## config.mk

```make
export PLATFORM = sky130hd
export DESIGN_NAME = phy_rx_lane_demux_flat
export DESIGN_NICKNAME = d
export VERILOG_FILES = /design/src/rtl/phy_rx_pkg.sv /design/src/rtl/phy_rx_lane_demux_if.sv /design/src/rtl/phy_rx_out_slot.sv /design/src/rtl/phy_rx_lane_demux.sv /design/src/flat_wrapper.sv
export SDC_FILE = /design/constraint.sdc
export NUM_CORES = 1
export LEC_CHECK = 0
export ABC_AREA = 1
export BUFFER_PORTS_ARGS = -buffer_cell sky130_fd_sc_hd__clkbuf_2
export CAP_MARGIN = 30
export CORE_AREA = 4 4 115 139
export CTS_CLUSTER_DIAMETER = 100
export CTS_CLUSTER_SIZE = 12
export DETAILED_ROUTE_END_ITERATION = 16
export DIE_AREA = 0 0 119 143
export GPL_TIMING_DRIVEN = 0
export PLACE_DENSITY = 0.51
export SYNTH_ARGS = -nofsm -noshare
export SYNTH_HDL_FRONTEND = slang
export SYNTH_SLANG_ARGS = --single-unit
```

## constraint.sdc

```tcl
create_clock -name clk -period 1.8 [get_ports clk]
set_input_delay 0.36 -clock clk [delete_from_list [all_inputs] [get_ports clk]]
set_output_delay 0.36 -clock clk [all_outputs]
set_load 0.01 [all_outputs]
```

## src/rtl/phy_rx_pkg.sv

```systemverilog
// phy_rx_pkg: shared constants and FSM encoding for the 4-lane receive demux
package phy_rx_pkg;
   localparam int DEF_DATA_W = 8;
   localparam int DEF_LANES  = 4;
   localparam int LANE_IDX_W = $clog2(DEF_LANES);
   typedef enum logic {IDLE = 1'b0, COLLECT = 1'b1} state_t;
endpackage

```

## src/rtl/phy_rx_lane_demux_if.sv

```systemverilog
// phy_rx_lane_demux_if: link-side byte stream and lane-side output group; grp_cnt under PHY_RX_GRP_CNT_EN
interface phy_rx_lane_demux_if import phy_rx_pkg::*; #(parameter int DATA_W = DEF_DATA_W);
   logic [DATA_W-1:0] data_in;
   logic              valid_in;
   logic              out_ready;
   logic [DATA_W-1:0] Out0, Out1, Out2, Out3;
   logic              valid_out0, valid_out1, valid_out2, valid_out3;
   logic              out_valid;
   logic              ovf;
`ifdef PHY_RX_GRP_CNT_EN
   logic [15:0]       grp_cnt;
`endif
   modport master (
      output data_in, valid_in, out_ready,
      input  Out0, Out1, Out2, Out3, valid_out0, valid_out1, valid_out2, valid_out3, out_valid, ovf
`ifdef PHY_RX_GRP_CNT_EN
      , input grp_cnt
`endif
   );
   modport slave (
      input  data_in, valid_in, out_ready,
      output Out0, Out1, Out2, Out3, valid_out0, valid_out1, valid_out2, valid_out3, out_valid, ovf
`ifdef PHY_RX_GRP_CNT_EN
      , output grp_cnt
`endif
   );
endinterface

```

## src/rtl/phy_rx_out_slot.sv

```systemverilog
// phy_rx_out_slot: output holding register with valid/ready accept and sticky overflow; grp_cnt under PHY_RX_GRP_CNT_EN
module phy_rx_out_slot import phy_rx_pkg::*; #(
   parameter int DATA_W = DEF_DATA_W,
   parameter int LANES  = DEF_LANES
) (
   input  logic                          clk,
   input  logic                          reset_L,
   input  logic                          load,
   input  logic [LANES-1:0][DATA_W-1:0]  ld_data,
   input  logic [LANES-1:0]              ld_vld,
   input  logic                          out_ready,
   output logic [LANES-1:0][DATA_W-1:0]  data_q,
   output logic [LANES-1:0]              vld_q,
   output logic                          out_valid_q,
   output logic                          ovf_q
`ifdef PHY_RX_GRP_CNT_EN
   , output logic [15:0]                 grp_cnt_q
`endif
);
   logic [LANES-1:0][DATA_W-1:0] data_d;
   logic [LANES-1:0]             vld_d;
   logic                         out_valid_d, ovf_d, can_load, take;
   always_comb begin
      can_load    = !out_valid_q || out_ready;
      take        = load && can_load;
      data_d      = take ? ld_data : data_q;
      vld_d       = take ? ld_vld : (out_valid_q && out_ready) ? '0 : vld_q;
      out_valid_d = take ? 1'b1 : out_ready ? 1'b0 : out_valid_q;
      ovf_d       = ovf_q || (load && !can_load);
   end
   always_ff @(posedge clk or negedge reset_L) begin
      if (!reset_L) begin
         data_q      <= '0;
         vld_q       <= '0;
         out_valid_q <= 1'b0;
         ovf_q       <= 1'b0;
      end else begin
         data_q      <= data_d;
         vld_q       <= vld_d;
         out_valid_q <= out_valid_d;
         ovf_q       <= ovf_d;
      end
   end
`ifdef PHY_RX_GRP_CNT_EN
   logic [15:0] grp_cnt_d;
   always_comb grp_cnt_d = grp_cnt_q + {15'd0, take};
   always_ff @(posedge clk or negedge reset_L) begin
      if (!reset_L) grp_cnt_q <= '0;
      else          grp_cnt_q <= grp_cnt_d;
   end
`endif
endmodule

```

## src/rtl/phy_rx_lane_demux.sv

```systemverilog
// phy_rx_lane_demux: un-stripes a byte stream into 4-lane groups with gap flush; PHY_RX_GRP_CNT_EN adds grp_cnt
module phy_rx_lane_demux import phy_rx_pkg::*; #(
   parameter int DATA_W    = DEF_DATA_W,
   parameter int LANES     = DEF_LANES,
   parameter int FLUSH_CYC = 3
) (
   input logic               clk,
   input logic               reset_L,
   phy_rx_lane_demux_if.slave bus
);
   state_t                       state_q, state_d;
   logic [LANE_IDX_W-1:0]        lane_idx_q, lane_idx_d;
   logic [3:0]                   gap_cnt_q, gap_cnt_d;
   logic [LANES-1:0][DATA_W-1:0] cap_q, cap_d, ld_data, out_data;
   logic [LANES-1:0]             cap_vld_q, cap_vld_d, ld_vld, out_vld;
   logic                         load;
   always_comb begin
      state_d    = state_q;
      lane_idx_d = lane_idx_q;
      gap_cnt_d  = gap_cnt_q;
      cap_d      = cap_q;
      cap_vld_d  = cap_vld_q;
      load       = 1'b0;
      ld_data    = '0;
      ld_vld     = '0;
      if (state_q == IDLE) begin
         if (bus.valid_in) begin
            cap_d[0]     = bus.data_in;
            cap_vld_d[0] = 1'b1;
            lane_idx_d   = LANE_IDX_W'(1);
            state_d      = COLLECT;
         end
      end else if (bus.valid_in) begin
         cap_d[lane_idx_q]     = bus.data_in;
         cap_vld_d[lane_idx_q] = 1'b1;
         gap_cnt_d             = '0;
         lane_idx_d            = lane_idx_q + LANE_IDX_W'(1);
         load                  = lane_idx_q == LANE_IDX_W'(LANES - 1);
         ld_data               = cap_d;
         ld_vld                = cap_vld_d;
      end else if (gap_cnt_q == 4'(FLUSH_CYC - 1)) begin
         load    = 1'b1;
         ld_data = cap_q;
         ld_vld  = cap_vld_q;
      end else begin
         gap_cnt_d = gap_cnt_q + 4'd1;
      end
      // Any load (taken or dropped) ends the group; unfilled lanes read back as zero
      if (load) begin
         state_d    = IDLE;
         lane_idx_d = '0;
         gap_cnt_d  = '0;
         cap_d      = '0;
         cap_vld_d  = '0;
      end
   end
   always_ff @(posedge clk or negedge reset_L) begin
      if (!reset_L) begin
         state_q    <= IDLE;
         lane_idx_q <= '0;
         gap_cnt_q  <= '0;
         cap_q      <= '0;
         cap_vld_q  <= '0;
      end else begin
         state_q    <= state_d;
         lane_idx_q <= lane_idx_d;
         gap_cnt_q  <= gap_cnt_d;
         cap_q      <= cap_d;
         cap_vld_q  <= cap_vld_d;
      end
   end
   phy_rx_out_slot #(.DATA_W(DATA_W), .LANES(LANES)) u_slot (
      .clk         (clk),
      .reset_L     (reset_L),
      .load        (load),
      .ld_data     (ld_data),
      .ld_vld      (ld_vld),
      .out_ready   (bus.out_ready),
      .data_q      (out_data),
      .vld_q       (out_vld),
      .out_valid_q (bus.out_valid),
      .ovf_q       (bus.ovf)
`ifdef PHY_RX_GRP_CNT_EN
      , .grp_cnt_q (bus.grp_cnt)
`endif
   );
   assign bus.Out0       = out_data[0];
   assign bus.Out1       = out_data[1];
   assign bus.Out2       = out_data[2];
   assign bus.Out3       = out_data[3];
   assign bus.valid_out0 = out_vld[0];
   assign bus.valid_out1 = out_vld[1];
   assign bus.valid_out2 = out_vld[2];
   assign bus.valid_out3 = out_vld[3];
endmodule

```

## src/flat_wrapper.sv

```systemverilog
// flat-port wrapper written by rule: the top's interface ports become plain ports
module phy_rx_lane_demux_flat import phy_rx_pkg::*;
#(
   parameter int DATA_W    = DEF_DATA_W,
   parameter int LANES     = DEF_LANES,
   parameter int FLUSH_CYC = 3
)
  (clk, reset_L, bus_data_in, bus_valid_in, bus_out_ready, bus_Out0, bus_Out1, bus_Out2, bus_Out3, bus_valid_out0, bus_valid_out1, bus_valid_out2, bus_valid_out3, bus_out_valid, bus_ovf);
  phy_rx_lane_demux_if #(.DATA_W(DATA_W)) bus_i ();
  input logic clk;
  input logic reset_L;
  input wire logic [$bits(bus_i.data_in)-1:0] bus_data_in;
  input wire logic [$bits(bus_i.valid_in)-1:0] bus_valid_in;
  input wire logic [$bits(bus_i.out_ready)-1:0] bus_out_ready;
  output wire logic [$bits(bus_i.Out0)-1:0] bus_Out0;
  output wire logic [$bits(bus_i.Out1)-1:0] bus_Out1;
  output wire logic [$bits(bus_i.Out2)-1:0] bus_Out2;
  output wire logic [$bits(bus_i.Out3)-1:0] bus_Out3;
  output wire logic [$bits(bus_i.valid_out0)-1:0] bus_valid_out0;
  output wire logic [$bits(bus_i.valid_out1)-1:0] bus_valid_out1;
  output wire logic [$bits(bus_i.valid_out2)-1:0] bus_valid_out2;
  output wire logic [$bits(bus_i.valid_out3)-1:0] bus_valid_out3;
  output wire logic [$bits(bus_i.out_valid)-1:0] bus_out_valid;
  output wire logic [$bits(bus_i.ovf)-1:0] bus_ovf;
  assign bus_i.data_in = bus_data_in;
  assign bus_i.valid_in = bus_valid_in;
  assign bus_i.out_ready = bus_out_ready;
  assign bus_Out0 = bus_i.Out0;
  assign bus_Out1 = bus_i.Out1;
  assign bus_Out2 = bus_i.Out2;
  assign bus_Out3 = bus_i.Out3;
  assign bus_valid_out0 = bus_i.valid_out0;
  assign bus_valid_out1 = bus_i.valid_out1;
  assign bus_valid_out2 = bus_i.valid_out2;
  assign bus_valid_out3 = bus_i.valid_out3;
  assign bus_out_valid = bus_i.out_valid;
  assign bus_ovf = bus_i.ovf;
  phy_rx_lane_demux #(.DATA_W(DATA_W), .LANES(LANES), .FLUSH_CYC(FLUSH_CYC)) u_core (.clk(clk), .reset_L(reset_L), .bus(bus_i));
endmodule
```

# Word level (Yosys, flattened, before mapping)
# Index checks and enable logic that the tools add are counted.
dict set report word_totals {
  out_inout_bits 38
  regBits 81
}
dict set report op_classes {
  n_mux 39
  bitwise_logic 1
  magnitude_cmp 2
  reduce_logical 14
  eq_ne 3
  add_sub_neg 2
}
# operator count
set op_table {}
lappend op_table {{two-way mux 32 bit} 5}
lappend op_table {{two-way mux 4 bit} 11}
lappend op_table {{bitwise mux 32 bit} 1}
lappend op_table {{two-way mux 24 bit} 1}
lappend op_table {{two-way mux 8 bit} 3}
lappend op_table {{demux 8 bit (select 2 bit)} 1}
lappend op_table {{two-way mux 1 bit} 11}
lappend op_table {{two-way mux 2 bit} 4}
lappend op_table {{nonzero test 2 bit} 4}
lappend op_table {{adder 4 x 1 -> 4 bit, second input constant} 1}
lappend op_table {{equality test 4 x 2 -> 1 bit, second input constant} 1}
lappend op_table {{logical AND 1 bit} 4}
lappend op_table {{OR 4 bit} 1}
lappend op_table {{AND reduction 2 bit} 2}
lappend op_table {{less-than comparator 2 x 3 -> 1 bit, second input constant} 1}
lappend op_table {{two-way mux 3 bit} 1}
lappend op_table {{!= test 3 bit, second input constant} 1}
lappend op_table {{adder 2 x 1 -> 2 bit, second input constant} 1}
lappend op_table {{demux 1 bit (select 2 bit)} 1}
lappend op_table {{equality test 2 bit, second input constant} 1}
lappend op_table {{greater-or-equal comparator 2 x 1 -> 1 bit, second input constant} 1}
lappend op_table {{zero test 1 bit} 2}
lappend op_table {{logical OR 1 bit} 2}

# Longest topological paths before layout
dict set report logic_depth {
  depth_word 8
  depth_mapped 11
  mapped_depth_nobuf 10
}

# Hierarchy
# From an unflattened synthesis, not the netlist that was laid out.
dict set report hier_totals {
  cells_unflattened 569
  hier_area_um2 4260.3
}
# mod instances cells_per_inst seq_area_each_um2 area_per_inst_um2
set modules_own_cells {}
lappend modules_own_cells {phy_rx_lane_demux 1 403 1076.0 2727.6}
lappend modules_own_cells {phy_rx_out_slot 1 166 950.9 1532.7}

# Worst setup path after synthesis
# OpenSTA, ideal clock, no wires.
dict set report synth_timing {
  path_kind {flip-flop to flip-flop}
  from {register u_core.gap_cnt_q[0]}
  to {register u_core.cap_q[13] (netlist bit)}
  stages_incl_launch_ff 8
  setup_slack_ns 0.266
  arrival_ns 1.404
  setup_ns 0.130
  n_path_buf 2
  cell_sequence {dfrtp_1 -> inv_1 -> ha_1 -> buf_2 -> nand2_1 -> a31oi_4 -> clkbuf_1 -> o21ai_0}
}
dict set report synth_between {
  elab_chain_cells 6
  elab_cells_between_ends 8
  cone_classes {1 x eq/ne; 4 x mux; 3 x reduce/logical}
}
# item line_no
set synth_rtl {}
lappend synth_rtl {{from (decl)} phy_rx_lane_demux.sv:13} ;# logic [3:0] gap_cnt_q, gap_cnt_d;
lappend synth_rtl {{from (signal assigned)} phy_rx_lane_demux.sv:67} ;# gap_cnt_q <= gap_cnt_d;
lappend synth_rtl {{equality test 4 x 2 -> 1 bit (*)} phy_rx_lane_demux.sv:41} ;# end else if (gap_cnt_q == 4'(FLUSH_CYC - 1)) begin
lappend synth_rtl {{two-way mux 1 bit (*)} phy_rx_lane_demux.sv:41}
lappend synth_rtl {{two-way mux 1 bit (*)} phy_rx_lane_demux.sv:33} ;# end else if (bus.valid_in) begin
lappend synth_rtl {{two-way mux 1 bit (*)} phy_rx_lane_demux.sv:26} ;# if (state_q == IDLE) begin
lappend synth_rtl {{nonzero test 2 bit (no source line)} -}
lappend synth_rtl {{AND reduction 2 bit (no source line)} -}
lappend synth_rtl {{to (signal assigned)} phy_rx_lane_demux.sv:68} ;# cap_q <= cap_d;
lappend synth_rtl {{to (decl)} phy_rx_lane_demux.sv:14} ;# logic [LANES-1:0][DATA_W-1:0] cap_q, cap_d, ld_data, out_data;
# Mark *: on every way between the ends. The rest lies on a longest branch, timed or not.
# A chain may end at the register's enable or synchronous reset.

# Worst setup path after layout
dict set report layout_timing {
  from {register u_core.lane_idx_q[1]}
  to {register u_core.cap_q[5] (netlist bit)}
}
dict set report layout_between {
  elab_chain_cells 8
  elab_cells_between_ends 13
  cone_classes {2 x order compare; 1 x eq/ne; 8 x mux; 2 x reduce/logical}
}
# item line_no
set layout_rtl {}
lappend layout_rtl {{from (decl)} phy_rx_lane_demux.sv:12} ;# logic [LANE_IDX_W-1:0] lane_idx_q, lane_idx_d;
lappend layout_rtl {{from (signal assigned)} phy_rx_lane_demux.sv:66} ;# lane_idx_q <= lane_idx_d;
lappend layout_rtl {{less-than comparator 2 x 3 -> 1 bit (not written as such) or greater-or-equal comparator 2 x 1 -> 1 bit (tied branches)} phy_rx_lane_demux.sv:34} ;# cap_d[lane_idx_q] = bus.data_in;
lappend layout_rtl {{logical AND 1 bit (not written as such)} phy_rx_lane_demux.sv:34}
lappend layout_rtl {{two-way mux 8 bit (not written as such)} phy_rx_lane_demux.sv:34}
lappend layout_rtl {{demux 8 bit (select 2 bit)} -}
lappend layout_rtl {{bitwise mux 32 bit} phy_rx_lane_demux.sv:34}
lappend layout_rtl {{two-way mux 32 bit} phy_rx_lane_demux.sv:33}
lappend layout_rtl {{two-way mux 8 bit} phy_rx_lane_demux.sv:26}
lappend layout_rtl {{two-way mux 32 bit} phy_rx_lane_demux.sv:49} ;# if (load) begin
# Parallel ways exist; a longest one is shown, timed or not. The select of a mux whose other input is x is not followed.

==> impl_metrics.toml <==
[run_status]
status = "finished, final reports clean"

[cells_and_area]
drive_gt1_frac = 0.172
regArea_mm2 = 0.00203
multi_input_area_mm2 = 0.00215
antennaDiodeCount = 0
num-fill-cells = 1553
final_cell_area_mm2 = 0.00558
area_delta_synth_final_pct = 20.7
final_nets = 728

[detailed_routing]
vias = 4480
viasPerCell = 4.88
ant_nets = 0
drtIter0Drc = 334
drcViolationCount = 0
wire_per_inst_um = 15.6
drt-pass1-iter-count = 6
routed_wl_um = 14300

[yosys]
yosysTopAreaCell = "dfrtp_1"
synthCells = 645
synth_flop_cell = "dfrtp_1"
synth-seq-area-share = 0.439
synth_seq_cells = 81
synthTopCellsByArea = "dfrtp_1, nand2_1, nand3_1"
synth_edf_count = 0
async_flop_share = 1.00
yosysTopAreaCellShare = 0.439
syn_nets = 664
postSynthAreaPerCell_um2 = 7.17
yosys_warnings = 0
synth_area_mm2 = 0.00462
synthDistinctLibCells = 24

[global_route]
grt_util_met3 = 0.0285
busiest_layer = "met2"
grt_antenna_before_repair = 0
grt_pass1_vias = 4353
grt_pass1_wl_um = 23000
grt_overflow_total = 0
use_met1 = 0.217
grt_start_max_net_pins = 44
use_met2 = 0.288
grt_util_all_layers = 0.171

[setup_path]
worstPathCellList = "inv_1 -> ha_1 -> buf_6 -> clkinvlp_4 -> buf_4 -> nand2_1 -> nand2_1 -> o21ai_0 -> inv_1 -> nand3_1 -> nand2_1"
required_ns = 2.03
crit_top_cell = "nand2_1"
critPathArrivalTime_ns = 1.94
slowest_delay_ns = 0.45
path_class = "reg2reg"
crit_family = "buffers and inverters"
critical_path.max_fanout = 7
cp_num_buf_inv = 5
critPathCaptureType = "flop"
worstSetupStartpointType = "flop"
worst_path_max_delay_cell = "dfrtp_2"
r2r_slack_ns = 0.09

[floorplanning]
io_pins = 50
fp.dieArea_mm2 = 0.0170
core-area_mm2 = 0.0148
std_cell_rows = 49
start_util = 0.313
fp.dieW_um = 119
die_height_um = 143

[sta]
worst_pin_slew_ns = 0.586
maxSlewHeadroom = 0.609
slew_viol_final = 0
setup_viol = 0
finalHoldViolations = 0
period_share = 0.951
fin_worst_skew_ns = 0.00890
rsz0062_at_grt = "yes"
max_freq_ghz = 0.584
post-route-min-period_ns = 1.71

[run]
drv_cap = 0

[clocking]
clkTransAtPathRegs_ns = 0.07
cts-root-buf = "clkbuf_16"
cts_buffers = 9
cts_buffer_depth = 2
cts.sinks = 81
cts_tree = "yes"
clk_latency_ns = 0.35
htree_levels = 3

[pwr]
power_per_cell_area_mw_per_mm2 = 1720
max-vdd-ir-drop_uv = 460
leakagePower_uw = 0.00293
total_power_uw = 9570

[place]
place_hpwl_um = 10000
post_dp_cell_area_mm2 = 0.00515
gp_congestion = 0.823
io_buffers = 48

[worst_hold_path]
hold_class = "in2async"
## logic make-up after synthesis
family	synth area share
flops	0.439
xor+xnor	0.00379
simple gates	0.357
buf+inv	0.104
compound gates	0.0777
fa+ha+maj	0.0189
## cells in the mapped netlist (5+ instances only)
cell      number
inv_1         56
nand3_1       52
buf_4          5
buf_2         15
buf_6          7
nand2_1      256
ha_1           7
nor2_1        31
clkbuf_1      17
nand4_1       39
a21oi_1       36
o21ai_0       23
dfrtp_1       81
## worst reg2reg max path, cell delays in order, from the launching register on
cell	delay [ns]
dfrtp_2	0.45
inv_1	0.13
ha_1	0.19
buf_6	0.14
clkinvlp_4	0.10
buf_4	0.17
nand2_1	0.06
nand2_1	0.06
o21ai_0	0.15
inv_1	0.06
nand3_1	0.06
nand2_1	0.05
## cells in the final DEF, fill, tap and decap left out, drive strengths merged
cell and n:
a21oi 36, a31oi 1, buf 36, bufinv 1
clkbuf 71, clkinv 1, clkinvlp 5, dfrtp 81
ha 7, inv 59, nand2 258, nand3 54
nand4 39, nor2 33, o21a 1, o21ai 27
o21bai 2, xor2 2
## final cells by class
type	instances	area share
Clock buffer	9	0.0404
Inverter	59	0.0410
Multi-Input combinational cell	460	0.386
Buffer	43	0.0520
Timing Repair Buffer	55	0.0565
Sequential cell	81	0.364
Clock inverter	7	0.0141
Tap cell	204	0.0458
## state kept, by name (all words and copies together) (netlist names)
register	flops
u_core.gap_cnt_q	4
u_core.u_slot.vld_q	4
u_core.u_slot.data_q	32
u_core.u_slot.ovf_q	1
u_core.lane_idx_q	2
u_core.u_slot.out_valid_q	1
u_core.cap_vld_q	4
u_core.state_q	1
u_core.cap_q	32
## power by group
group / internal [uW] / leakage (uW) / switching, uW
Sequential: 2560 / 0.00106 / 463
Combinational: 1680 / 0.00173 / 2960
Clock: 1090 / 0.000139 / 827
Total: 5320 / 0.00293 / 4250
## per-stage QoR
stage	setup TNS [ns]	hold WS, ns	instances	setup slack (ns)	util
floorplan	0	0.0644	645	0.266	-
global placement	-57.98	0.464	897	-0.641	0.346
detailed placement	-7.99	0.423	898	-0.299	0.348
CTS	0	0.0512	914	0.00114	0.371
global route	-0.0198	0.0738	918	-0.0122	0.378
finish	0	0.0259	918	0.0877	0.378
## path summary, 6_finish.rpt
kind	startpoint	end	cells after the start
min in group clk	bus_out_ready	u_core.u_slot.vld_q[2]	4
worst min register to register	u_core.u_slot.data_q[30]	u_core.u_slot.data_q[30]	2
worst max register to register	u_core.lane_idx_q[1]	u_core.cap_q[5]	11
worst min-delay path	reset_L	u_core.u_slot.data_q[19]	1
max in group asynchronous	reset_L	u_core.lane_idx_q[0]	2
worst max-delay path	u_core.lane_idx_q[1]	u_core.cap_q[5]	11
## layer usage
metal | routed length [um] | up-vias
met3 | 636 | 23
met5 | 0 | -
li1 | - | 2185
met2 | 7020 | 126
met1 | 6260 | 2146
met4 | 410 | 0
## what timing repair did
action | in CTS | in global routing
endpoints found under the hold margin | 0 | 0
setup endpoints to repair | 59 | 61
hold buffers | 0 | 0
pin swaps | 1 | 0
setup buffers | 2 | 4
resized for setup | 12 | 24
No activity file was read; power rests on OpenSTA's default activity.
